## src/rtl/cs_address_sequencer_pkg.sv

```systemverilog
// Shared constants for the control-store address sequencer.
// Condition codes, FSM encoding, widths and the decode-address helper.
package cs_address_sequencer_pkg;

    localparam int CS_ADDR_W = 11;
    localparam int COND_W    = 3;
    localparam int IR_W      = 32;
    localparam int FLAG_W    = 4;

    localparam logic [COND_W-1:0] COND_NEXT   = 3'b000;
    localparam logic [COND_W-1:0] COND_N      = 3'b001;
    localparam logic [COND_W-1:0] COND_Z      = 3'b010;
    localparam logic [COND_W-1:0] COND_V      = 3'b011;
    localparam logic [COND_W-1:0] COND_C      = 3'b100;
    localparam logic [COND_W-1:0] COND_IR13   = 3'b101;
    localparam logic [COND_W-1:0] COND_JUMP   = 3'b110;
    localparam logic [COND_W-1:0] COND_DECODE = 3'b111;

    typedef enum logic [1:0] {
        RESET_HOLD = 2'd0,
        RUN        = 2'd1,
        STALL      = 2'd2
    } seq_state_t;

    // Opcode fields select a 4-word slot in the upper half of the store.
    function automatic logic [CS_ADDR_W-1:0] decode_addr(
        input logic [IR_W-1:0] ir
    );
        return {1'b1, ir[31:30], ir[24:19], 2'b00};
    endfunction

endpackage

```

## src/rtl/cs_address_sequencer_psr_flag_register.sv

```systemverilog
// Latched copy of the ALU {N,Z,V,C} flags used for branch decisions.
// Loads only when the sequencer grants a load in a non-stalled RUN cycle.
module psr_flag_register
    import cs_address_sequencer_pkg::*;
(
    input  logic              i_clk,
    input  logic              i_rst,
    input  logic              i_load,
    input  logic [FLAG_W-1:0] i_flags,
    output logic [FLAG_W-1:0] o_psr
);

    logic [FLAG_W-1:0] r_psr;

    always_ff @(posedge i_clk) begin
        if (i_rst) begin
            r_psr <= '0;
        end else if (i_load) begin
            r_psr <= i_flags;
        end
    end

    assign o_psr = r_psr;

endmodule

```

## src/rtl/cs_address_sequencer.sv

```systemverilog
// Microprogram next-address sequencer with condition branching and stall.
// Optional watchdog enabled by defining CS_SEQUENCER_WATCHDOG_EN.
module cs_address_sequencer
    import cs_address_sequencer_pkg::*;
#(
    parameter int DATAWIDTH_JUMPADDRESS = 11,
    parameter int DATAWIDTH_CONDITION   = 3,
    parameter int DATAWIDTH_IR          = 32,
    parameter int WATCHDOG_LIMIT        = 255
) (
    input  logic                             CS_SEQUENCER_CLOCK_50,
    input  logic                             CS_SEQUENCER_ResetInHigh_In,
    input  logic [DATAWIDTH_CONDITION-1:0]   CS_SEQUENCER_Condition_InBus,
    input  logic [DATAWIDTH_JUMPADDRESS-1:0] CS_SEQUENCER_JumpAddress_InBus,
    input  logic [DATAWIDTH_IR-1:0]          CS_SEQUENCER_IR_InBus,
    input  logic [FLAG_W-1:0]                CS_SEQUENCER_Flags_InBus,
    input  logic                             CS_SEQUENCER_FlagLoad_In,
    input  logic                             CS_SEQUENCER_Stall_In,
    output logic [DATAWIDTH_JUMPADDRESS-1:0] CS_SEQUENCER_CSAddress_OutBus,
    output logic [FLAG_W-1:0]                CS_SEQUENCER_PSR_OutBus,
    output logic                             CS_SEQUENCER_Timeout_Out
);

    localparam int AW = DATAWIDTH_JUMPADDRESS;

    seq_state_t        r_state;
    logic [AW-1:0]     r_cs;
    logic [AW-1:0]     r_mir;
    logic              r_timeout;

    logic [FLAG_W-1:0] w_psr;
    logic              w_take;
    logic [AW-1:0]     w_inc;
    logic [AW-1:0]     w_decode;
    logic [AW-1:0]     w_next;
    logic              w_advance;
    logic              w_flag_load;
    logic              w_wd_hit;
    logic              w_unused_ir;

    assign w_advance   = !CS_SEQUENCER_Stall_In
                         && (r_state == RUN || r_state == STALL);
    assign w_flag_load = CS_SEQUENCER_FlagLoad_In
                         && !CS_SEQUENCER_Stall_In
                         && (r_state == RUN);

    psr_flag_register u_psr (
        .i_clk   (CS_SEQUENCER_CLOCK_50),
        .i_rst   (CS_SEQUENCER_ResetInHigh_In),
        .i_load  (w_flag_load),
        .i_flags (CS_SEQUENCER_Flags_InBus),
        .o_psr   (w_psr)
    );

    assign w_inc       = r_mir + 1'b1;
    assign w_decode    = AW'(decode_addr(IR_W'(CS_SEQUENCER_IR_InBus)));
    assign w_unused_ir = ^CS_SEQUENCER_IR_InBus;

    always_comb begin
        w_take = 1'b0;
        unique case (COND_W'(CS_SEQUENCER_Condition_InBus))
            COND_NEXT:   w_take = 1'b0;
            COND_N:      w_take = w_psr[3];
            COND_Z:      w_take = w_psr[2];
            COND_V:      w_take = w_psr[1];
            COND_C:      w_take = w_psr[0];
            COND_IR13:   w_take = CS_SEQUENCER_IR_InBus[13];
            COND_JUMP:   w_take = 1'b1;
            COND_DECODE: w_take = 1'b0;
            default:     w_take = 1'b0;
        endcase
    end

    always_comb begin
        w_next = w_inc;
        if (COND_W'(CS_SEQUENCER_Condition_InBus) == COND_DECODE) begin
            w_next = w_decode;
        end else if (w_take) begin
            w_next = CS_SEQUENCER_JumpAddress_InBus;
        end
    end

`ifdef CS_SEQUENCER_WATCHDOG_EN
    localparam int WD_W = (WATCHDOG_LIMIT < 256) ? 8
                        : $clog2(WATCHDOG_LIMIT + 1);

    logic [WD_W-1:0] r_wd_cnt;

    // Fires on the LIMIT-th consecutive non-zero RUN cycle.
    assign w_wd_hit = (r_cs != '0)
                      && (r_wd_cnt == WD_W'(WATCHDOG_LIMIT - 1));

    always_ff @(posedge CS_SEQUENCER_CLOCK_50) begin
        if (CS_SEQUENCER_ResetInHigh_In) begin
            r_wd_cnt <= '0;
        end else if (r_cs == '0) begin
            r_wd_cnt <= '0;
        end else if (w_advance) begin
            r_wd_cnt <= w_wd_hit ? '0 : r_wd_cnt + 1'b1;
        end
    end
`else
    logic [31:0] w_unused_wd;

    assign w_unused_wd = 32'(WATCHDOG_LIMIT);
    assign w_wd_hit    = 1'b0;
`endif

    always_ff @(posedge CS_SEQUENCER_CLOCK_50) begin
        if (CS_SEQUENCER_ResetInHigh_In) begin
            r_state   <= RESET_HOLD;
            r_cs      <= '0;
            r_mir     <= '0;
            r_timeout <= 1'b0;
        end else begin
            r_timeout <= 1'b0;
            unique case (r_state)
                RESET_HOLD: begin
                    r_state <= RUN;
                    r_cs    <= '0;
                    r_mir   <= '0;
                end
                RUN, STALL: begin
                    if (CS_SEQUENCER_Stall_In) begin
                        r_state <= STALL;
                    end else begin
                        r_state   <= RUN;
                        r_mir     <= r_cs;
                        r_cs      <= w_wd_hit ? '0 : w_next;
                        r_timeout <= w_wd_hit;
                    end
                end
                default: r_state <= RESET_HOLD;
            endcase
        end
    end

    assign CS_SEQUENCER_CSAddress_OutBus = r_cs;
    assign CS_SEQUENCER_PSR_OutBus       = w_psr;
    assign CS_SEQUENCER_Timeout_Out      = r_timeout;

endmodule
```

## config.mk

```make
export PLATFORM = sky130hd
export DESIGN_NAME = cs_address_sequencer
export DESIGN_NICKNAME = d
export VERILOG_FILES = /design/src/rtl/cs_address_sequencer_pkg.sv /design/src/rtl/cs_address_sequencer_psr_flag_register.sv /design/src/rtl/cs_address_sequencer.sv
export SDC_FILE = /design/constraint.sdc
export NUM_CORES = 1
export LEC_CHECK = 0
export ABC_AREA = 1
export CAP_MARGIN = 20
export CELL_PAD_IN_SITES_DETAIL_PLACEMENT = 1
export CELL_PAD_IN_SITES_GLOBAL_PLACEMENT = 1
export CORE_MARGIN = 1
export CORE_UTILIZATION = 25
export DETAILED_ROUTE_END_ITERATION = 12
export HOLD_SLACK_MARGIN = 0.08
export PLACE_DENSITY = 0.72
export SLEW_MARGIN = 20
export SYNTH_ARGS = -nofsm -noshare
export SYNTH_HDL_FRONTEND = slang
export SYNTH_SLANG_ARGS = --single-unit
```

## constraint.sdc

```tcl
create_clock -name CS_SEQUENCER_CLOCK_50 -period 2.5 [get_ports CS_SEQUENCER_CLOCK_50]
set_input_delay 0.375 -clock CS_SEQUENCER_CLOCK_50 [delete_from_list [all_inputs] [get_ports CS_SEQUENCER_CLOCK_50]]
set_output_delay 0.375 -clock CS_SEQUENCER_CLOCK_50 [all_outputs]
set_load 0.01 [all_outputs]
```

==> flow_summary.json, run 1 <==
{
  "run_status": "finished clean",
  "synth_compound_area_share_pct": 10.52,
  "synth_top_family_by_area": "simple AND/OR/NAND/NOR gates",
  "num_rows": 29,
  "p_leak_nw": 0.8893,
  "whs_path_depth": 2,
  "synth_area_leaders": "dfxtp_1 33%, nand2_1 18%, nor2_1 6.3%",
  "drt_first_pass_iters": 4,
  "end_kind": "register",
  "overflow": 0,
  "avgSynthCellArea_um2": 6.683,
  "path_cells": "inv_1, ha_1, inv_1, nor2_2, inv_2, a21oi_1, inv_2, nand2_1, a21oi_2",
  "track_usage_pct": 15.01,
  "clockBufferDepth": 2,
  "cp_slowest_stage_delay_ps": 370,
  "power_mw": 1.012,
  "area_delta_synth_final_pct": 32.00,
  "synth-edff-count": 0,
  "r2r_start": "r_state[0]",
  "cts_hold_buf": 0,
  "grt_pass1_wl_um": 8583,
  "r2r_cells": 9,
  "drive_gt1_share_pct": 14.38,
  "viasPerCell": 4.694,
  "clock_latency_ps": 280,
  "synth_fa_ha_area_share_pct": 2.903,
  "timing.rr.end": "CS_SEQUENCER_CSAddress_OutBus[2]",
  "synth.largest_area_cell": "dfxtp_1",
  "yosys-mux-area-fraction_pct": 0,
  "ys_ff_latch": 28,
  "placed_cell_area_mm2": 0.002221,
  "antenna_left": 0,
  "routabilityCongestion": 0.7827,
  "fin_crit_sh_pct": 72.87,
  "cts_setup_buffers": 0,
  "avgRoutedWirePerCell_um": 13.28,
  "start_kind": "register",
  "rsz0062_at_grt": "no",
  "crit_arrival_ps": 2040,
  "num_antenna_cells": 0,
  "syn_area_mm2": 0.001724,
  "setup_tns_ps": 0,
  "clk_transition_reported_paths_ps": 100,
  "synth_xor_area_share_pct": 1.016,
  "maxCapViolCount": 0,
  "postLayoutSetupSlackWorst_ps": 678.2,
  "cts_sinks": 28,
  "htreeDepth": 1,
  "worst-setup-path-type": "register to register",
  "hpwl_um": 3686,
  "ff2ff_setup_slack_ps": 680,
  "clock_tree.root_cell": "clkbuf_8",
  "top_layer": "met4",
  "cts_buffers": 3,
  "drt_iter0_drc": 44,
  "ios": 70,
  "die_area_mm2": 0.007233,
  "powerDensity_mw_per_mm2": 444.7,
  "synthSimpleGateAreaFrac_pct": 44.05,
  "min_to": "r_mir[2]",
  "core-area_mm2": 0.006495,
  "die_h_um": 85.05,
  "drv_slew": 0,
  "vias": 1765,
  "critPathSlowestCell": "dfxtp_1",
  "yosysWarningCount": 0,
  "hold_start": "CS_SEQUENCER_CSAddress_OutBus[2]",
  "fmax_ghz": 0.5489,
  "portBuffers": 45,
  "synthArstFlopShare_pct": 0,
  "fin_crit_ps": 1822,
  "synth_ff_type": "dfxtp_1",
  "drt-met1-wl_um": 2300,
  "cts_tree": "built",
  "fin_skew_ps": 1.204,
  "grt_max_degree": 29,
  "cts_resized": 0,
  "dr_wl_met3_um": 85,
  "syn_inst": 258,
  "seq_area_frac_synth_pct": 32.51,
  "hold_viol": 0,
  "final_cell_area_mm2": 0.002276,
  "required_ps": 2720,
  "irDropWorstVdd_v": 0.0002810,
  "first_global_vias": 1826,
  "wl_met2_um": 2541,
  "routed_wl_um": 4992,
  "fin_util_pct": 35.04,
  "dpl_worst_slack_ps": 437.1,
  "setup_violations": 0,
  "antenna_found_initial": 0,
  "syn_nets": 316,
  "critical_path_peak_fanout": 22,
  "synth.distinct_cells": 29,
  "die_x_um": 85.05,
  "nets": 358,
  "post-route-drc-count": 0,
  "start_util_pct": 26.55,
  "netlist.area_leader.share_pct": 32.51,
  "worst_hold_path_type": "register to register"
}
## through the flow
| step | std cells | hold slack, ps |
|---|---|---|
| 2_1_floorplan | 258 | 453.1 |
| 3_3_place_gp | 372 | 471.2 |
| 3_5_place_dp | 372 | 476.1 |
| 4_1_cts | 376 | 498.1 |
| 5_1_grt | 376 | 515.7 |
| 6_report | 376 | 491.0 |
## critical path: cells and delay by family, from the launching register on
family                     cells  cell delay [ps]
buffers and inverters          4              640
DFF                            1              370
adders and majority gates      1              310
AOI/OAI and AO/OA              2              260
and+or+nand+nor                2              170
## how the worst max path moves through the flow
stage / start / slack, ps / endpoint
global placement: CS_SEQUENCER_Condition_InBus[1] / 490 / CS_SEQUENCER_CSAddress_OutBus[1]
CTS: r_state[0] / 630 / CS_SEQUENCER_CSAddress_OutBus[10]
floorplan: r_state[0] / 890 / CS_SEQUENCER_CSAddress_OutBus[10]
detailed placement: CS_SEQUENCER_Condition_InBus[1] / 440 / CS_SEQUENCER_CSAddress_OutBus[1]
global route: r_state[0] / 500 / CS_SEQUENCER_CSAddress_OutBus[2]
finish: r_state[0] / 680 / CS_SEQUENCER_CSAddress_OutBus[2]
## layout make-up
cell class                 instances  area [um2]
clock buffer                       4       55.05
sequential                        28       560.5
fill                             819        4219
inverter                          23       86.33
tap                               77       96.34
multi-input combinational        197        1012
timing repair buffer              47       465.4
## power breakdown
part | internal (mW) | leakage (nW) | switching [mW] | total, mW
Combinational | 0.104 | 0.634 | 0.141 | 0.245
Sequential | 0.461 | 0.227 | 0.0126 | 0.474
Clock | 0.141 | 0.0288 | 0.152 | 0.294
Total | 0.707 | 0.889 | 0.306 | 1.01
## metal layers
layer | track usage, % | up-vias
met4 | 4.622 | 0
met5 | 0 | -
li1 | - | 897
met2 | 27.27 | 20
met1 | 18.51 | 843
met3 | 1.654 | 5
## cell usage after synthesis, types with 2 or more instances
cell type   n
nand2_1    81
nor2_1     29
dfxtp_1    28
inv_1      19
a21oi_1    18
nand3_1    18
nand2_2    11
a21oi_2     8
nand3_2     8
buf_2       6
ha_1        4
inv_2       4
nand4_1     3
nand3b_1    2
nor2_2      2
nor3_1      2
or2_0       2
xor2_1      2
## cells in the final DEF, fill, tap and decap left out
| cell | n |
|---|---|
| nand2_1 | 81 |
| clkdlybuf4s50_1 | 45 |
| nor2_1 | 29 |
| dfxtp_1 | 28 |
| inv_1 | 19 |
| nand3_1 | 18 |
| a21oi_1 | 18 |
| nand2_2 | 11 |
| nand3_2 | 8 |
| a21oi_2 | 8 |
| inv_2 | 4 |
| ha_1 | 4 |
| clkbuf_8 | 4 |
| nand4_1 | 3 |
| nor3_1 | 2 |
| nor2_2 | 2 |
| xor2_1 | 2 |
| or2_0 | 2 |
| nand3b_1 | 2 |
| buf_4 | 2 |
| o21ai_2 | 1 |
| nand3_4 | 1 |
| nor3_2 | 1 |
| nand2_4 | 1 |
| o21ai_0 | 1 |
| a211oi_1 | 1 |
| conb_1 | 1 |
## sequential cells by signal (all words and copies together), names as in the netlist
name	cells
u_psr.o_psr	4
r_state	2
CS_SEQUENCER_CSAddress_OutBus	11
r_mir	11
## logic make-up (layout without fill, tap and decap cells)
family,Yosys count,in the layout
other,1,1
AO/OA/AOI/OAI,29,29
buffers and inverters,33,74
XOR/XNOR,2,2
flip-flops,28,28
adder cells (fa/ha/maj),4,4
AND/OR/NAND/NOR,161,161
No activity file was read; power rests on OpenSTA's default activity.
==> run 2, diff against run 1 <==
==> constraint.sdc (replaced) <==
create_clock -name CS_SEQUENCER_CLOCK_50 -period 1.9 [get_ports CS_SEQUENCER_CLOCK_50]
set_input_delay 0.285 -clock CS_SEQUENCER_CLOCK_50 [delete_from_list [all_inputs] [get_ports CS_SEQUENCER_CLOCK_50]]
set_output_delay 0.285 -clock CS_SEQUENCER_CLOCK_50 [all_outputs]
set_load 0.01 [all_outputs]
==> run 2 against run 1 <==
Against the previous run: worst hold slack hardly changed; clock-buffer cell count did not move; register-to-register slack got worse by 450 ps; non-clock buffer count rose by 4; highest routed layer unchanged.
==> flow_summary.json, run 2 (synthesized netlist as in run 1, its figures left out) <==
{
  "run_status": "finished clean",
  "viasPerCell": 4.724,
  "clockBufferDepth": 2,
  "fin_util_pct": 35.73,
  "critPathSlowestCell": "dfxtp_1",
  "maxCapViolCount": 0,
  "fmax_ghz": 0.5968,
  "cts_tree": "built",
  "internal_power_mw": 0.9411,
  "end_kind": "register",
  "irDropWorstVdd_v": 0.0004172,
  "worst_hold_path_type": "register to register",
  "clock_latency_ps": 280,
  "drive_gt1_share_pct": 15.51,
  "nets": 362,
  "num_rows": 29,
  "cp_slowest_stage_delay_ps": 370,
  "antenna_left": 0,
  "power_mw": 1.347,
  "die_x_um": 85.05,
  "critPathBufInv": 3,
  "post-route-drc-count": 0,
  "fin_crit_ps": 1676,
  "powerDensity_mw_per_mm2": 580.3,
  "final_cell_area_mm2": 0.002321,
  "required_ps": 2060,
  "final_common_cell": "nand2_1",
  "hpwl_um": 3695,
  "start_kind": "register",
  "drv_slew": 0,
  "cts_sinks": 28,
  "drt_iter0_drc": 28,
  "cts_setup_buffers": 0,
  "fin_skew_ps": 12.77,
  "die_h_um": 85.05,
  "setup_violations": 0,
  "track_usage_pct": 14.61,
  "path_cells": "inv_1, ha_1, inv_1, nor2_2, nor2_1, a21oi_1, inv_4, nand2_1, a21oi_2",
  "grt_pass1_wl_um": 8452,
  "htreeDepth": 1,
  "p_leak_nw": 0.9148,
  "core-area_mm2": 0.006495,
  "worst-setup-path-type": "register to register",
  "fin_crit_sh_pct": 88.19,
  "place_inst": 376,
  "drt_first_pass_iters": 4,
  "avgRoutedWirePerCell_um": 12.78,
  "routabilityCongestion": 0.8061,
  "portBuffers": 45,
  "grt_max_degree": 29,
  "setup_tns_ps": 0,
  "p_comb_share_pct": 25.0,
  "ios": 70,
  "power.switching_mw": 0.4059,
  "rsz0062_at_grt": "no",
  "placed_cell_area_mm2": 0.002263,
  "p_clk_share_pct": 28.8,
  "first_global_vias": 1831,
  "layout.cells.non_filler": 380,
  "path_common_cell": "inv_1",
  "layout_common_cells": "81 x nand2_1, 45 x clkdlybuf4s50_1, 29 x nor2_1",
  "overflow": 0,
  "vias": 1795,
  "antenna_found_initial": 0,
  "num_antenna_cells": 0,
  "cts_buffers": 3,
  "swShare_pct": 30.13,
  "critical_path_peak_fanout": 22,
  "routed_wl_um": 4855,
  "seq_power_share_pct": 46.2,
  "hold_viol": 0,
  "critPathTopFamily": "flip-flops",
  "clock_tree.root_cell": "clkbuf_8",
  "cts_hold_buf": 0,
  "crit_arrival_ps": 1840,
  "start_util_pct": 26.55,
  "clk_transition_reported_paths_ps": 110,
  "die_area_mm2": 0.007233,
  "area_delta_synth_final_pct": 34.62
}
-- run 2: worst register-to-register path, delay by kind of cell (launching register included) --
family | cells | cell delay (ps)
DFF | 1 | 370
buffers and inverters | 3 | 280
adders and majority gates | 1 | 310
and+or+nand+nor | 3 | 310
AOI/OAI and AO/OA | 2 | 260
-- run 2: metal layers --
layer	vias up	share of wire [%]	track usage (%)
met5	-	0	0
met4	0	1.2	4.160
met3	4	2.0	1.265
met2	21	50	26.98
met1	865	46	18.01
li1	905	-	-
-- run 2: final timing paths --
| path | from | end | cells after the start | slack (ps) |
|---|---|---|---|---|
| hold / removal | CS_SEQUENCER_CSAddress_OutBus[2] | r_mir[2] | 2 | 490 |
| setup reg to reg | r_state[0] | CS_SEQUENCER_CSAddress_OutBus[2] | 9 | 220 |
| hold reg to reg | CS_SEQUENCER_CSAddress_OutBus[2] | r_mir[2] | 2 | 490 |
| setup / recovery | r_state[0] | CS_SEQUENCER_CSAddress_OutBus[2] | 9 | 220 |
-- run 2: repair_timing --
action                                  4_1_cts  5_1_grt
resized for setup                             0        2
hold endpoints to repair                      0        0
endpoints found under the setup margin        0        1
-- run 2: final cells by class --
cell class | count | area, um2
Fill cell | 830 | 4174
Multi-Input combinational cell | 197 | 1012
Sequential cell | 28 | 560.5
Timing Repair Buffer | 51 | 508.0
Tap cell | 77 | 96.34
Inverter | 23 | 88.84
Clock buffer | 4 | 55.05
-- run 2: power groups by stage --
stage	Clock, mW	Combinational, mW	Sequential (mW)
floorplan	0	0.187	0.640
global placement	0	0.332	0.636
detailed placement	0	0.340	0.637
CTS	0.396	0.341	0.623
global route	0.420	0.375	0.626
finish	0.388	0.336	0.622
-- run 2: stage by stage --
step / worst slack [ps] / hold WS (ps)
6_report: 224.4 / 490.9
5_1_grt: 57.78 / 512.5
4_1_cts: 132.2 / 494.4
3_5_place_dp: 26.50 / 477.3
3_3_place_gp: 76.56 / 470.7
2_1_floorplan: 286.5 / 423.7
==> run 3, diff against run 2 <==
--- a/config.mk
+++ b/config.mk
@@ -14,7 +14,7 @@
 export DETAILED_ROUTE_END_ITERATION = 12
 export HOLD_SLACK_MARGIN = 0.08
 export PLACE_DENSITY = 0.72
-export SLEW_MARGIN = 20
+export SLEW_MARGIN = 0
 export SYNTH_ARGS = -nofsm -noshare
 export SYNTH_HDL_FRONTEND = slang
 export SYNTH_SLANG_ARGS = --single-unit
==> results of run 3 <==
No change in the layout: final DEF, timing and power equal those of run 2.
